## config.mk

```make
export PLATFORM = sky130hd
export DESIGN_NAME = fpnew_result_reorder
export DESIGN_NICKNAME = d
export VERILOG_FILES = /design/src/rtl/fpnew_result_reorder.sv
export SDC_FILE = /design/constraint.sdc
export NUM_CORES = 1
export LEC_CHECK = 0
export CAP_MARGIN = 5
export CORE_MARGIN = 2
export CORE_UTILIZATION = 35
export DETAILED_ROUTE_END_ITERATION = 16
export DONT_BUFFER_PORTS = 1
export PLACE_DENSITY_LB_ADDON = 0.1
export SLEW_MARGIN = 20
export SYNTH_ARGS = -nofsm -noshare
export SYNTH_HDL_FRONTEND = slang
export SYNTH_SLANG_ARGS = --single-unit
export TNS_END_PERCENT = 1
```

## constraint.sdc

```tcl
create_clock -name clk_i -period 12.06 [get_ports clk_i]
set_clock_uncertainty 0.2 [all_clocks]
set_input_delay 1.809 -clock clk_i [delete_from_list [all_inputs] [get_ports clk_i]]
set_output_delay 1.809 -clock clk_i [all_outputs]
set_load 0.01 [all_outputs]
```

## src/rtl/fpnew_result_reorder.sv

```systemverilog
// Result reorder buffer for an out-of-order opgroup block.
// Issued ops get a slot tag, results land in any order, and writeback retires them in issue order.
module fpnew_result_reorder #(
  parameter  int unsigned Width    = 32,
  parameter  int unsigned Depth    = 4,
  parameter  int unsigned IdWidth  = 8,
  localparam int unsigned TagWidth = $clog2(Depth)
) (
  input  logic                clk_i,
  input  logic                rst_i,
  input  logic                issue_valid_i,
  output logic                issue_ready_o,
  input  logic [IdWidth-1:0]  issue_id_i,
  output logic                op_valid_o,
  input  logic                op_ready_i,
  output logic [TagWidth-1:0] op_tag_o,
  input  logic                res_valid_i,
  output logic                res_ready_o,
  input  logic [TagWidth-1:0] res_tag_i,
  input  logic [Width-1:0]    res_data_i,
  input  logic [4:0]          res_status_i,
  input  logic                res_ext_i,
  output logic                wb_valid_o,
  input  logic                wb_ready_i,
  output logic [Width-1:0]    wb_data_o,
  output logic [4:0]          wb_status_o,
  output logic                wb_ext_o,
  output logic [IdWidth-1:0]  wb_id_o,
  input  logic                flush_i,
  output logic                busy_o,
  output logic [TagWidth:0]   count_o,
  output logic                err_o
);

  localparam logic [TagWidth:0] DepthCount = (TagWidth+1)'(Depth);

  logic [Depth-1:0]    alloc_q;
  logic [Depth-1:0]    done_q;
  logic [TagWidth-1:0] head_q;
  logic [TagWidth-1:0] tail_q;
  logic [TagWidth:0]   count_q;
  logic                err_q;

  logic [IdWidth-1:0]  id_q     [Depth];
  logic [Width-1:0]    data_q   [Depth];
  logic [4:0]          status_q [Depth];
  logic                ext_q    [Depth];

  logic do_alloc;
  logic do_capture;
  logic do_illegal;
  logic do_retire;

  // Full gating deliberately ignores a same-cycle retire: no slot bypass.
  assign op_valid_o    = issue_valid_i & (count_q < DepthCount) & ~flush_i;
  assign do_alloc      = op_valid_o & op_ready_i;
  assign issue_ready_o = do_alloc;
  assign op_tag_o      = tail_q;
  assign res_ready_o   = 1'b1;

  assign do_capture = res_valid_i & alloc_q[res_tag_i] & ~done_q[res_tag_i];
  assign do_illegal = res_valid_i & ~do_capture;

  assign wb_valid_o  = alloc_q[head_q] & done_q[head_q];
  assign do_retire   = wb_valid_o & wb_ready_i;
  assign wb_data_o   = data_q[head_q];
  assign wb_status_o = status_q[head_q];
  assign wb_ext_o    = ext_q[head_q];
  assign wb_id_o     = id_q[head_q];

  assign busy_o  = (count_q != '0);
  assign count_o = count_q;
  assign err_o   = err_q;

  // Control state; allocate, capture and retire always hit distinct slots.
  always_ff @(posedge clk_i) begin
    if (rst_i || flush_i) begin
      alloc_q <= '0;
      done_q  <= '0;
      head_q  <= '0;
      tail_q  <= '0;
      count_q <= '0;
      err_q   <= 1'b0;
    end else begin
      err_q <= do_illegal;
      if (do_retire) begin
        alloc_q[head_q] <= 1'b0;
        done_q[head_q]  <= 1'b0;
        head_q          <= head_q + TagWidth'(1);
      end
      if (do_capture) begin
        done_q[res_tag_i] <= 1'b1;
      end
      if (do_alloc) begin
        alloc_q[tail_q] <= 1'b1;
        done_q[tail_q]  <= 1'b0;
        tail_q          <= tail_q + TagWidth'(1);
      end
      case ({do_alloc, do_retire})
        2'b10:   count_q <= count_q + (TagWidth+1)'(1);
        2'b01:   count_q <= count_q - (TagWidth+1)'(1);
        default: count_q <= count_q;
      endcase
    end
  end

  // Slot payloads are qualified by alloc/done, so they carry no reset.
  always_ff @(posedge clk_i) begin
    if (do_alloc) begin
      id_q[tail_q] <= issue_id_i;
    end
    if (do_capture) begin
      data_q[res_tag_i]   <= res_data_i;
      status_q[res_tag_i] <= res_status_i;
      ext_q[res_tag_i]    <= res_ext_i;
    end
  end

endmodule

```

* Yosys cells after proc, flatten, opt, wreduce, memory -nomap -nowiden
Memories as Yosys holds them, arrays and structs flattened. A register that Yosys moved wholly into a read port is not among the register bits.
Cells that the tools add are included.
** Storage, ports and cells
- Word-level logic and storage cells :: 82
- Flip-flop bits (word level) :: 16
- Bits in read-only memories :: 0
- Memories :: 4
- Output and inout bits :: 57
- Input bits :: 55
- Bits in writable memories :: 184
- Bits in latches :: 0
** Memory list
- data_q :: words 4, bits a word 32, read ports 1, clocked after Yosys merged registers in 1, write ports 1, line 45 : logic [Width-1:0] data_q [Depth];
- id_q :: words 4, bits a word 8, read ports 1, clocked after Yosys merged registers in 1, write ports 1, line 44 : logic [IdWidth-1:0] id_q [Depth];
- status_q :: words 4, bits a word 5, read ports 1, clocked after Yosys merged registers in 1, write ports 1, line 46 : logic [4:0] status_q [Depth];
- ext_q :: words 4, bits a word 1, read ports 1, clocked after Yosys merged registers in 1, write ports 1, line 47 : logic ext_q [Depth];
** Cells by class
- Reduce and logical (&&, ||, !) cells :: 6
- Equal/unequal tests :: 2
- Shift operators :: 0
- Multipliers :: 0
- Muxes and demuxes :: 35
- Bitwise gates (word level) :: 18
- Div/mod/pow operators :: 0
- $add $sub $neg :: 4
- $lt $le $gt $ge :: 7
** Operator list (number)
- two-way mux 4 bit :: 8
- two-way mux 2 bit :: 8
- bitwise AND 4 bit :: 3
- two-way mux 1 bit :: 11
- < comparator 2 x 3 -> 1 bit, second input constant :: 3
- bitwise AND 1 bit :: 8
- binary-select mux 1 bit (select 2 bit) :: 4
- inverter 4 bit :: 2
- bitwise OR 4 bit :: 2
- demux 1 bit (select 2 bit) :: 3
- >= comparator 2 x 1 -> 1 bit, second input constant :: 3
- one-hot mux 3 bit (2 select lines) :: 1
- adder 2 x 1 -> 2 bit, second input constant :: 2
- adder 3 x 1 -> 3 bit, second input constant :: 1
- logical AND 1 bit :: 3
- < comparator 3 bit, second input constant :: 1
- inverter 1 bit :: 3
- nonzero test 3 bit :: 1
- subtractor 3 x 1 -> 3 bit, second input constant :: 1
- == test 2 x 1 -> 1 bit, second input constant :: 1
- == test 2 bit, second input constant :: 1
- nonzero test 2 bit :: 1
- logical OR 1 bit :: 1

* Depth between registers and ports, before layout
Gate-level depths: netlist of the first run.
- Depth in word-level cells :: 13
- Mapped depth :: 8
- Gate-level depth less buffers :: 8

* Worst setup path before layout of the first run
No wires, ideal clock.
- Kind :: input port to flip-flop
- From :: input res_tag_i[1]
- To :: memory data_q[1][0] (enable)
- Setup slack :: 5.697 ns
- Cell stages on the path :: 1
- Path buffers :: 0
- Arrival time :: 5.629 ns
- Cells stage by stage :: nor4_1
** On the way
- Cells in the longest elaborated chain, start to end :: 6
- Elaborated cells on any way between the ends :: 9
** Ends and longest elaborated chain
- start: declaration :: line 19 : input logic [TagWidth-1:0] res_tag_i,
- binary-select mux 1 bit (select 2 bit) :: line 61 : assign do_capture = res_valid_i & alloc_q[res_tag_i] & ~done_q[res_tag_i];
- two-way mux 1 bit (implied by the code) :: line 61
- bitwise AND 1 bit / inverter 1 bit (equally long branches) :: line 61
- bitwise AND 1 bit :: line 61
- two-way mux 1 bit :: line 112 : if (do_capture) begin
- two-way mux 1 bit (implied by the code) :: line 113 : data_q[res_tag_i] <= res_data_i;
- end: declaration :: line 45
Parallel ways exist; a longest one is shown, timed or not. The select of a mux whose other input is x is not followed.

* Worst setup path after layout of the first run
- From :: input issue_valid_i
- To :: output issue_ready_o
** On the way
- Cells in the longest elaborated chain, start to end :: 3
** Ends and longest elaborated chain
- start: declaration :: line 11 : input logic issue_valid_i,
- bitwise AND 1 bit (2 in a row) :: line 55 : assign op_valid_o = issue_valid_i & (count_q < DepthCount) & ~flush_i;
- bitwise AND 1 bit :: line 56 : assign do_alloc = op_valid_o & op_ready_i;
- end: declaration :: line 12 : output logic issue_ready_o,
No other way between the ends.

==> summary.md, run 1 <==
| Metric | Value |
|---|---|
| First-pass GRT wire length | `21360 um` |
| GRT Total Usage | `12.74%` |
| Max clock buf depth | `3` |
| Final hold vios | `0` |
| Post-CTS Hold Buffers | `0` |
| Vias in the first global route | `3647` |
| Switching Fraction | `18.10%` |
| 1st-iter DRT viols | `147` |
| Routed vias/inst | `5.030` |
| CTS buffer count | `22` |
| WL/cell | `21.82 um` |
| Pin count of the biggest net entering global routing | `47` |
| Async set or reset register ratio after synthesis | `0%` |
| CP arrival | `2.41 ns` |
| Synth area leaders | `edfxtp_1 73%, mux4_2 14%, dfxtp_1 4.8%` |
| Clock group share of total power | `45.2%` |
| Worst VDD drop | `0.09380 mV` |
| I/O Pins | `112` |
| CP top delay family | `simple AND/OR/NAND/NOR gates` |
| Peak Freq | `226.5 MHz` |
| ANT cells | `0` |
| Worst Path Required | `10.05 ns` |
| Post-DP HPWL | `8276 um` |
| Worst path bufs/invs | `1` |
| Synthesized flop and latch total | `202` |
| Max-cap violations | `0` |
| Die H | `151.1 um` |
| Top-area cell type share of the netlist area | `72.99%` |
| Post-route cell area | `0.008618 sq mm` |
| Final setup fails | `0` |
| Final Cycle Share | `36.62%` |
| CP peak stage delay | `0.35 ns` |
| Routability cong. | `0.7416` |
| Pins Over Slew Limit | `0` |
| Final ANT Viol Nets | `0` |
| CP Launch Type | `input pin` |
| Final WL | `14420 um` |
| PD cells | `163.8 mW/mm^2` |
| Flop pwr share | `54.2%` |
| Seq/Total Area, Yosys | `77.75%` |
| Post-CTS Resized | `0` |
| Initial antenna violation count | `0` |
| Post-synthesis cell type count | `36` |
| Die W | `151.1 um` |
| CP Depth | `2` |
| FP Rows | `53` |
| H-tree levels | `1` |
| Layout Area Growth over Synthesis | `13.85%` |
| Synthesized area per cell | `21.44 sq um` |
| Status | `completed` |
| Clk_lat worst skew | `0.49 ns` |
| Synthesized instance count | `353` |
| CTS root buf | `clkbuf_16` |
| Hold Crit Class | `reg2reg` |
| Vias | `3325` |
| Post-synth EDFFs | `184` |
| Layout cells sized above 1 | `23.58%` |
| Worst-path fanout max | `8` |
| Post-layout min period | `4.416 ns` |
| Setup CP Type | `in2out` |
| Clk slew on worst S/H paths | `0.06 ns` |
| Internal power | `0.001156 W` |
| Main flop type after synthesis | `edfxtp_1` |
| Synthesized area | `0.007570 sq mm` |
| CP Capture Type | `output port` |
| Reg2Reg Depth | `8` |
| Hold path depth | `2` |
| Clock Sinks | `202` |
| CTS tree | `built` |
| Rel. slew slack | `50.54%` |
| Switching power | `0.0002555 W` |
| Final #Nets | `436` |
| Part of the power in combinational logic | `0.5%` |
| Synth area leader | `edfxtp_1` |
| Post-CTS Setup Inserts | `0` |
| Congestion Overflow GR | `0` |
| RSZ-0062 raised after global routing | `no` |
| Syn_nets | `418` |
| Dpl cell area | `0.007925 sq mm` |
| Die area | `0.02282 sq mm` |
| Pre-antenna DRT Iters | `4` |
| Core area | `0.02115 sq mm` |
| Starting Density | `35.78%` |
| CP max-delay cell | `nor4bb_1` |
| CP cell instances | `nor4bb_1 > buf_4` |
| Pleak | `2.666 nW` |
| DRC | `0` |
| # port buffers | `0` |
| YS warnings | `0` |
| Total negative slack | `0 ns` |
| Measured slew at the worst slew-check pin | `0.7419 ns` |
[routing by layer]
metal,wire length (um),GRT usage [%],up-vias,part of all wire (%)
met5,0,0,-,0
met4,291,4.533,0,2.0
met3,1136,4.066,20,7.9
met2,7317,22.02,110,51
met1,5677,14.98,1721,39
li1,-,-,1474,-
[cells in the final DEF, fill, tap and decap left out, types with 2 or more instances in the layout]
master     instances
buf_4              7
o211a_1            2
nor3b_1            2
nand3_1            2
nor2_1             7
clkbuf_16         23
dfxtp_1           16
mux4_2            47
inv_1             15
a31oi_1            5
xnor2_1            2
clkinv_1           5
edfxtp_1         184
nand2_1           12
a21oi_1            8
o21ai_0            7
bufinv_16          2
clkinv_2           3
or3_1              2
o211ai_1           2
ha_1               9
clkbuf_1           5
[cell families (layout without fill, tap and decap cells)]
logic type | Yosys count | count (layout) | synth area share, %
other cells | 1 | 1 | 0.04954
xor+xnor | 3 | 3 | 0.3472
buf+inv | 29 | 62 | 1.587
mux | 48 | 48 | 14.12
fa+ha+maj | 10 | 10 | 1.752
simple gates | 33 | 33 | 2.182
compound gates | 27 | 27 | 2.215
flops | 202 | 202 | 77.75
[power by group through the flow]
stage | Clock, W | Combinational (W) | Sequential, W
2_1_floorplan | 0 | 0.00000605 | 0.000780
3_3_place_gp | 0 | 0.00000770 | 0.000780
3_5_place_dp | 0 | 0.00000781 | 0.000780
4_1_cts | 0.000657 | 0.00000784 | 0.000765
5_1_grt | 0.000685 | 0.00000838 | 0.000765
6_report | 0.000639 | 0.00000758 | 0.000765
[layout make-up]
cell class                      count  area, sq um
Multi-Input combinational cell    122         1578
Sequential cell                   202         5891
Inverter                           16        60.06
Fill cell                        1866        12540
Timing Repair Buffer                7        52.55
Tap cell                          275        344.1
Clock inverter                     11        98.84
Clock buffer                       28        594.3
[metrics by stage]
| step | instances | setup WS [ns] | util (%) | total power, W | hold slack [ns] |
|---|---|---|---|---|---|
| 3_3_place_gp | 622 | 7.669 | 37.46 | 0.0007878 | 0.2928 |
| 2_1_floorplan | 353 | 5.697 | - | 0.0007863 | 0.2673 |
| 4_1_cts | 661 | 7.589 | 40.74 | 0.001430 | 0.3069 |
| 5_1_grt | 661 | 7.501 | 40.74 | 0.001459 | 0.3345 |
| 6_report | 661 | 7.644 | 40.74 | 0.001412 | 0.3071 |
| 3_5_place_dp | 622 | 7.613 | 37.46 | 0.0007880 | 0.2981 |
[sequential cells by signal, summed over array words and instances (netlist names), named ones only]
name,count
data_q,128
id_q,32
status_q,20
alloc_q,4
done_q,4
ext_q,4
count_o,3
head_q,2
op_tag_o,2
err_o,1
[Yosys cell counts (2+ instances only)]
master      n
mux4_2     47
nand2_1    12
edfxtp_1  184
nand3_1     2
a31oi_1     5
a21oi_1     8
o211ai_1    2
o21ai_0     7
inv_1      15
or3_1       2
ha_1        9
nor3b_1     2
dfxtp_1    18
clkbuf_1    5
xnor2_1     2
buf_2       6
nor2_1      7
o211a_1     2
[worst paths after layout]
kind | start | to | slack, ns
setup reg to reg | head_q[1]$_SDFFE_PP0N_ | count_o[2]$_SDFFE_PP0P_ | 9.26
hold reg to reg | alloc_q[2]$_SDFF_PP0_ | alloc_q[2]$_SDFF_PP0_ | 0.31
setup / recovery | issue_valid_i | issue_ready_o | 7.64
hold / removal | alloc_q[2]$_SDFF_PP0_ | alloc_q[2]$_SDFF_PP0_ | 0.31
[worst register-to-register path: stages, from the launching register on]
cell,delay (ns)
dfxtp_1,0.34
inv_1,0.12
mux4_2,0.60
nor2_1,0.43
ha_1,0.30
fa_1,0.20
xnor2_1,0.09
or3_1,0.31
a21oi_1,0.14
Power figures use the tool's default switching activity.
==> run 2, diff against run 1 <==
==> constraint.sdc (replaced) <==
create_clock -name clk_i -period 3.6 [get_ports clk_i]
set_clock_uncertainty 0.2 [all_clocks]
set_input_delay 0.54 -clock clk_i [delete_from_list [all_inputs] [get_ports clk_i]]
set_output_delay 0.54 -clock clk_i [all_outputs]
set_load 0.01 [all_outputs]
==> summary.md, run 2 (same netlist as run 1, synthesis figures left out) <==
| Metric | Value |
|---|---|
| Die W | `151.1 um` |
| Fillers | `1846` |
| R2R Setup Slk | `0.86 ns` |
| Final worst setup slack | `0.6732 ns` |
| Post-DP HPWL | `8871 um` |
| Largest register by flop count | `data_q` |
| I/O Pins | `112` |
| DRC | `0` |
| Worst path bufs/invs | `1` |
| RSZ-0062 raised after global routing | `no` |
| Met2 usage | `21.59%` |
| Pin count of the biggest net entering global routing | `34` |
| Congestion Overflow GR | `0` |
| CP Depth | `2` |
| CP Capture Type | `output port` |
| Hold Crit Class | `in2reg` |
| Final Cycle Share | `81.30%` |
| Clock Sinks | `202` |
| Dpl ws | `0.7003 ns` |
| Die area | `0.02282 sq mm` |
| FP Rows | `53` |
| Pleak | `2.919 nW` |
| Routability cong. | `0.8069` |
| GR Util met3 | `3.584%` |
| CTS buffer count | `23` |
| CP arrival | `2.19 ns` |
| Final setup fails | `0` |
| Worst VDD drop | `0.3251 mV` |
| CTS root buf | `clkbuf_16` |
| Peak Freq | `341.7 MHz` |
| Post-CTS Setup Inserts | `0` |
| Starting Density | `35.78%` |
| WHS | `0.02303 ns` |
| H-tree levels | `1` |
| Rel. slew slack | `55.44%` |
| Post-CTS Resized | `0` |
| Core area | `0.02115 sq mm` |
| 1st-iter DRT viols | `136` |
| Reg2Reg Depth | `8` |
| Pre-antenna DRT Iters | `4` |
| Most common cell after layout, fill and taps aside | `edfxtp_1` |
| Largest registers | `data_q: 128 flops, id_q: 32 flops, status_q: 20 flops` |
| WL/cell | `20.71 um` |
| Initial antenna violation count | `0` |
| HP Start | `wb_ready_i` |
| ANT cells | `0` |
| CP max-delay cell | `dfxtp_4` |
| Max reg flops | `128` |
| Worst reg2reg startpoint | `count_o[2]$_SDFFE_PP0P_` |
| Final hold vios | `0` |
| First-pass GRT wire length | `22380 um` |
| Die H | `151.1 um` |
| Hold path depth | `2` |
| PD cells | `537.7 mW/mm^2` |
| Status | `completed` |
| Most frequent cells in the layout | `184 x edfxtp_1, 47 x mux4_2, 47 x dlygate4sd3_1` |
| Routed vias/inst | `4.987` |
| Final ANT Viol Nets | `0` |
| Layout cells sized above 1 | `22.48%` |
| Worst-path fanout max | `29` |
| Worst Path Required | `2.86 ns` |
| Clk_lat worst skew | `0.49 ns` |
| Final WL | `14720 um` |
| CP top delay family | `flip-flops` |
| # port buffers | `0` |
| Vias | `3546` |
| Pins Over Slew Limit | `0` |
| Max clock buf depth | `3` |
| Final #Nets | `486` |
| Busiest grt layer | `met2` |
| CP Launch Type | `register` |
| Clk slew on worst S/H paths | `0.06 ns` |
| Layout Area Growth over Synthesis | `21.87%` |
| GR Util met1 | `17.58%` |
| Post-CTS Hold Buffers | `47` |
| Setup CP Type | `reg2out` |
| CTS tree | `built` |
| GRT Total Usage | `13.28%` |
| Max-cap violations | `0` |
| Vias in the first global route | `3766` |
| Measured slew at the worst slew-check pin | `0.6684 ns` |
| Fin util | `43.61%` |
| CP peak stage delay | `0.79 ns` |
| CP cell instances | `buf_12 > mux4_2` |
| Post-layout min period | `2.927 ns` |
==> run 2: where the power goes <==
group          internal [W]  switching [W]  total [W]  leakage [nW]
Sequential          0.00256     0.00000254    0.00256          1.80
Clock               0.00145       0.000860    0.00231         0.372
Combinational     0.0000438      0.0000435  0.0000873         0.746
==> run 2: final cells by class <==
type / instances / area, sq um / share of cell area [%]
clock buffer: 26 / 586.8 / 6.361
clock inverter: 14 / 168.9 / 1.831
inverter: 16 / 60.06 / 0.6510
multi-input combinational: 122 / 1587 / 17.20
sequential: 202 / 5891 / 63.85
tap: 275 / 344.1 / 3.730
timing repair buffer: 56 / 588.1 / 6.375
==> run 2: routing by layer <==
metal / up-vias / wire length [um] / part of all wire (%)
li1: 1576 / - / -
met4: 0 / 322 / 2.2
met1: 1825 / 6180 / 42
met2: 121 / 7073 / 48
met3: 24 / 1147 / 7.8
met5: - / 0 / 0
==> run 2: through the flow <==
stage / area, sq um / std cells / power, W / setup TNS [ns]
global placement: 7999 / 624 / 0.002640 / 0
floorplan: 7576 / 353 / 0.002634 / -15.82
finish: 9225 / 711 / 0.004960 / 0
detailed placement: 7999 / 624 / 0.002640 / 0
CTS: 9225 / 711 / 0.005033 / 0
global route: 9225 / 711 / 0.005130 / 0
==> run 2: worst paths after layout <==
check,endpoint
setup / recovery,wb_id_o[6]
hold / removal,register
setup reg to reg,count_o[2]$_SDFFE_PP0P_
hold reg to reg,alloc_q[3]$_SDFF_PP0_
==> run 2: worst reg2reg max path, cell delays in order, from the launching register on <==
cell and delay (ns):
dfxtp_1 0.38, nor4bb_1 0.60, buf_4 0.27, inv_1 0.05, ha_1 0.22, fa_1 0.38, xnor2_1 0.14, or3_1 0.30
a21oi_1 0.14
==> run 3, diff against run 2 <==
==> constraint.sdc (replaced) <==
create_clock -name clk_i -period 2.9 [get_ports clk_i]
set_clock_uncertainty 0.2 [all_clocks]
set_input_delay 0.435 -clock clk_i [delete_from_list [all_inputs] [get_ports clk_i]]
set_output_delay 0.435 -clock clk_i [all_outputs]
set_load 0.01 [all_outputs]
==> summary.md, run 3 (same netlist as run 1, synthesis figures left out) <==
| Metric | Value |
|---|---|
| H-tree levels | `1` |
| CP arrival | `2.01 ns` |
| Most frequent cells in the layout | `184 x edfxtp_1, 49 x dlygate4sd3_1, 47 x mux4_2` |
| Clk slew on worst S/H paths | `0.06 ns` |
| Final worst setup slack | `0.2567 ns` |
| Pin count of the biggest net entering global routing | `47` |
| Final hold vios | `0` |
| CP top delay family | `flip-flops` |
| Worst-path fanout max | `19` |
| Pleak | `2.958 nW` |
| Worst path bufs/invs | `1` |
| Routability cong. | `0.7415` |
| Die area | `0.02282 sq mm` |
| CP max-delay cell | `dfxtp_4` |
| Layout cells sized above 1 | `22.70%` |
| Clk_lat worst skew | `0.50 ns` |
| CP cell instances | `buf_4 > mux4_2` |
| CP peak stage delay | `0.64 ns` |
| CTS buffer count | `23` |
| Layout Area Growth over Synthesis | `22.50%` |
| Fin util | `43.83%` |
| Max clock buf depth | `3` |
| Final #Nets | `493` |
| Vias in the first global route | `3887` |
| Final setup fails | `0` |
| Congestion Overflow GR | `0` |
| Rel. slew slack | `64.67%` |
| Status | `completed` |
| WL/cell | `20.40 um` |
| Hold Crit Class | `in2reg` |
| Dpl ws | `0.4536 ns` |
| Post-CTS Setup Inserts | `0` |
| Sequential Area | `0.005891 sq mm` |
| Die W | `151.1 um` |
| Peak Freq | `378.3 MHz` |
| Post-layout min period | `2.643 ns` |
| 1st-iter DRT viols | `154` |
| Fin cells | `720` |
| Pins Over Slew Limit | `0` |
| CTS root buf | `clkbuf_16` |
| # port buffers | `0` |
| Largest register by flop count | `data_q` |
| ANT cells | `0` |
| Setup CP Type | `reg2out` |
| DRC | `0` |
| Final Power | `0.006139 W` |
| Core area | `0.02115 sq mm` |
| PD cells | `662.1 mW/mm^2` |
| First-pass GRT wire length | `22250 um` |
| Worst VDD drop | `0.4532 mV` |
| GRT Total Usage | `13.18%` |
| FP Rows | `53` |
| Measured slew at the worst slew-check pin | `0.5279 ns` |
| Max reg flops | `128` |
| Clock Sinks | `202` |
| Routed vias/inst | `4.975` |
| Initial antenna violation count | `0` |
| Largest registers | `data_q: 128 flops, id_q: 32 flops, status_q: 20 flops` |
| RSZ-0062 raised after global routing | `no` |
| Multi-input gate area | `0.001593 sq mm` |
| Post-Place Cells | `629` |
| CP Capture Type | `output port` |
| Pre-antenna DRT Iters | `4` |
| Worst Path Required | `2.27 ns` |
| Most common cell after layout, fill and taps aside | `edfxtp_1` |
| Final Cycle Share | `91.15%` |
| I/O Pins | `112` |
| CTS tree | `built` |
| WHS | `0.03432 ns` |
| Post-CTS Resized | `0` |
| Fillers | `1845` |
| CP Launch Type | `register` |
| Final WL | `14690 um` |
| Max-cap violations | `0` |
| Post-DP HPWL | `8521 um` |
| Post-CTS Hold Buffers | `49` |
| Final ANT Viol Nets | `0` |
| Die H | `151.1 um` |
| Starting Density | `35.78%` |
| Vias | `3582` |
==> run 3: area by class of cell <==
class / count / share of cell area (%)
clock buffer: 29 / 6.558
tap: 275 / 3.711
multi-input combinational: 122 / 17.18
timing repair buffer: 63 / 6.828
clock inverter: 13 / 1.552
inverter: 16 / 0.6477
sequential: 202 / 63.53
==> run 3: worst reg2reg max path, delay by kind of cell, from the launching register on <==
family / cells / cell delay, ns
simple gates: 2 / 0.39
flops: 1 / 0.37
compound gates: 1 / 0.14
fa+ha+maj: 2 / 0.61
mux: 1 / 0.43
xor+xnor: 1 / 0.15
buf+inv: 1 / 0.10
==> run 3: power breakdown <==
part | total [W] | switching [W] | internal, W | leakage, nW
registers | 0.00318 | 0.00000305 | 0.00318 | 1.80
logic | 0.000110 | 0.0000543 | 0.0000558 | 0.788
clock network | 0.00285 | 0.00109 | 0.00175 | 0.369
total | 0.00614 | 0.00115 | 0.00499 | 2.96
==> run 3: worst paths after layout <==
kind / start / end / slack (ns) / cells past startpoint
worst max-delay path: register / wb_data_o[0] / 0.26 / 2
worst min-delay path: wb_ready_i / done_q[2]$_SDFF_PP0_ / 0.03 / 2
worst max register to register: head_q[1]$_SDFFE_PP0N_ / count_o[2]$_SDFFE_PP0P_ / 0.45 / 8
worst min register to register: alloc_q[3]$_SDFF_PP0_ / alloc_q[3]$_SDFF_PP0_ / 0.31 / 2
==> run 3: stage by stage <==
step,TNS (ns),cell area [sq um]
after floorplan,-16.94,7581
after global placement,0,8030
after detailed placement,0,8030
after CTS,0,9273
after global routing,0,9273
final,0,9273
==> run 3: metal layers <==
metal	up-vias	GRT usage [%]	share of wire, %
met4	0	4.626	2.9
met2	105	23.20	51
met1	1852	15.84	40
met3	31	3.163	5.5
met5	-	0	0
li1	1594	-	-
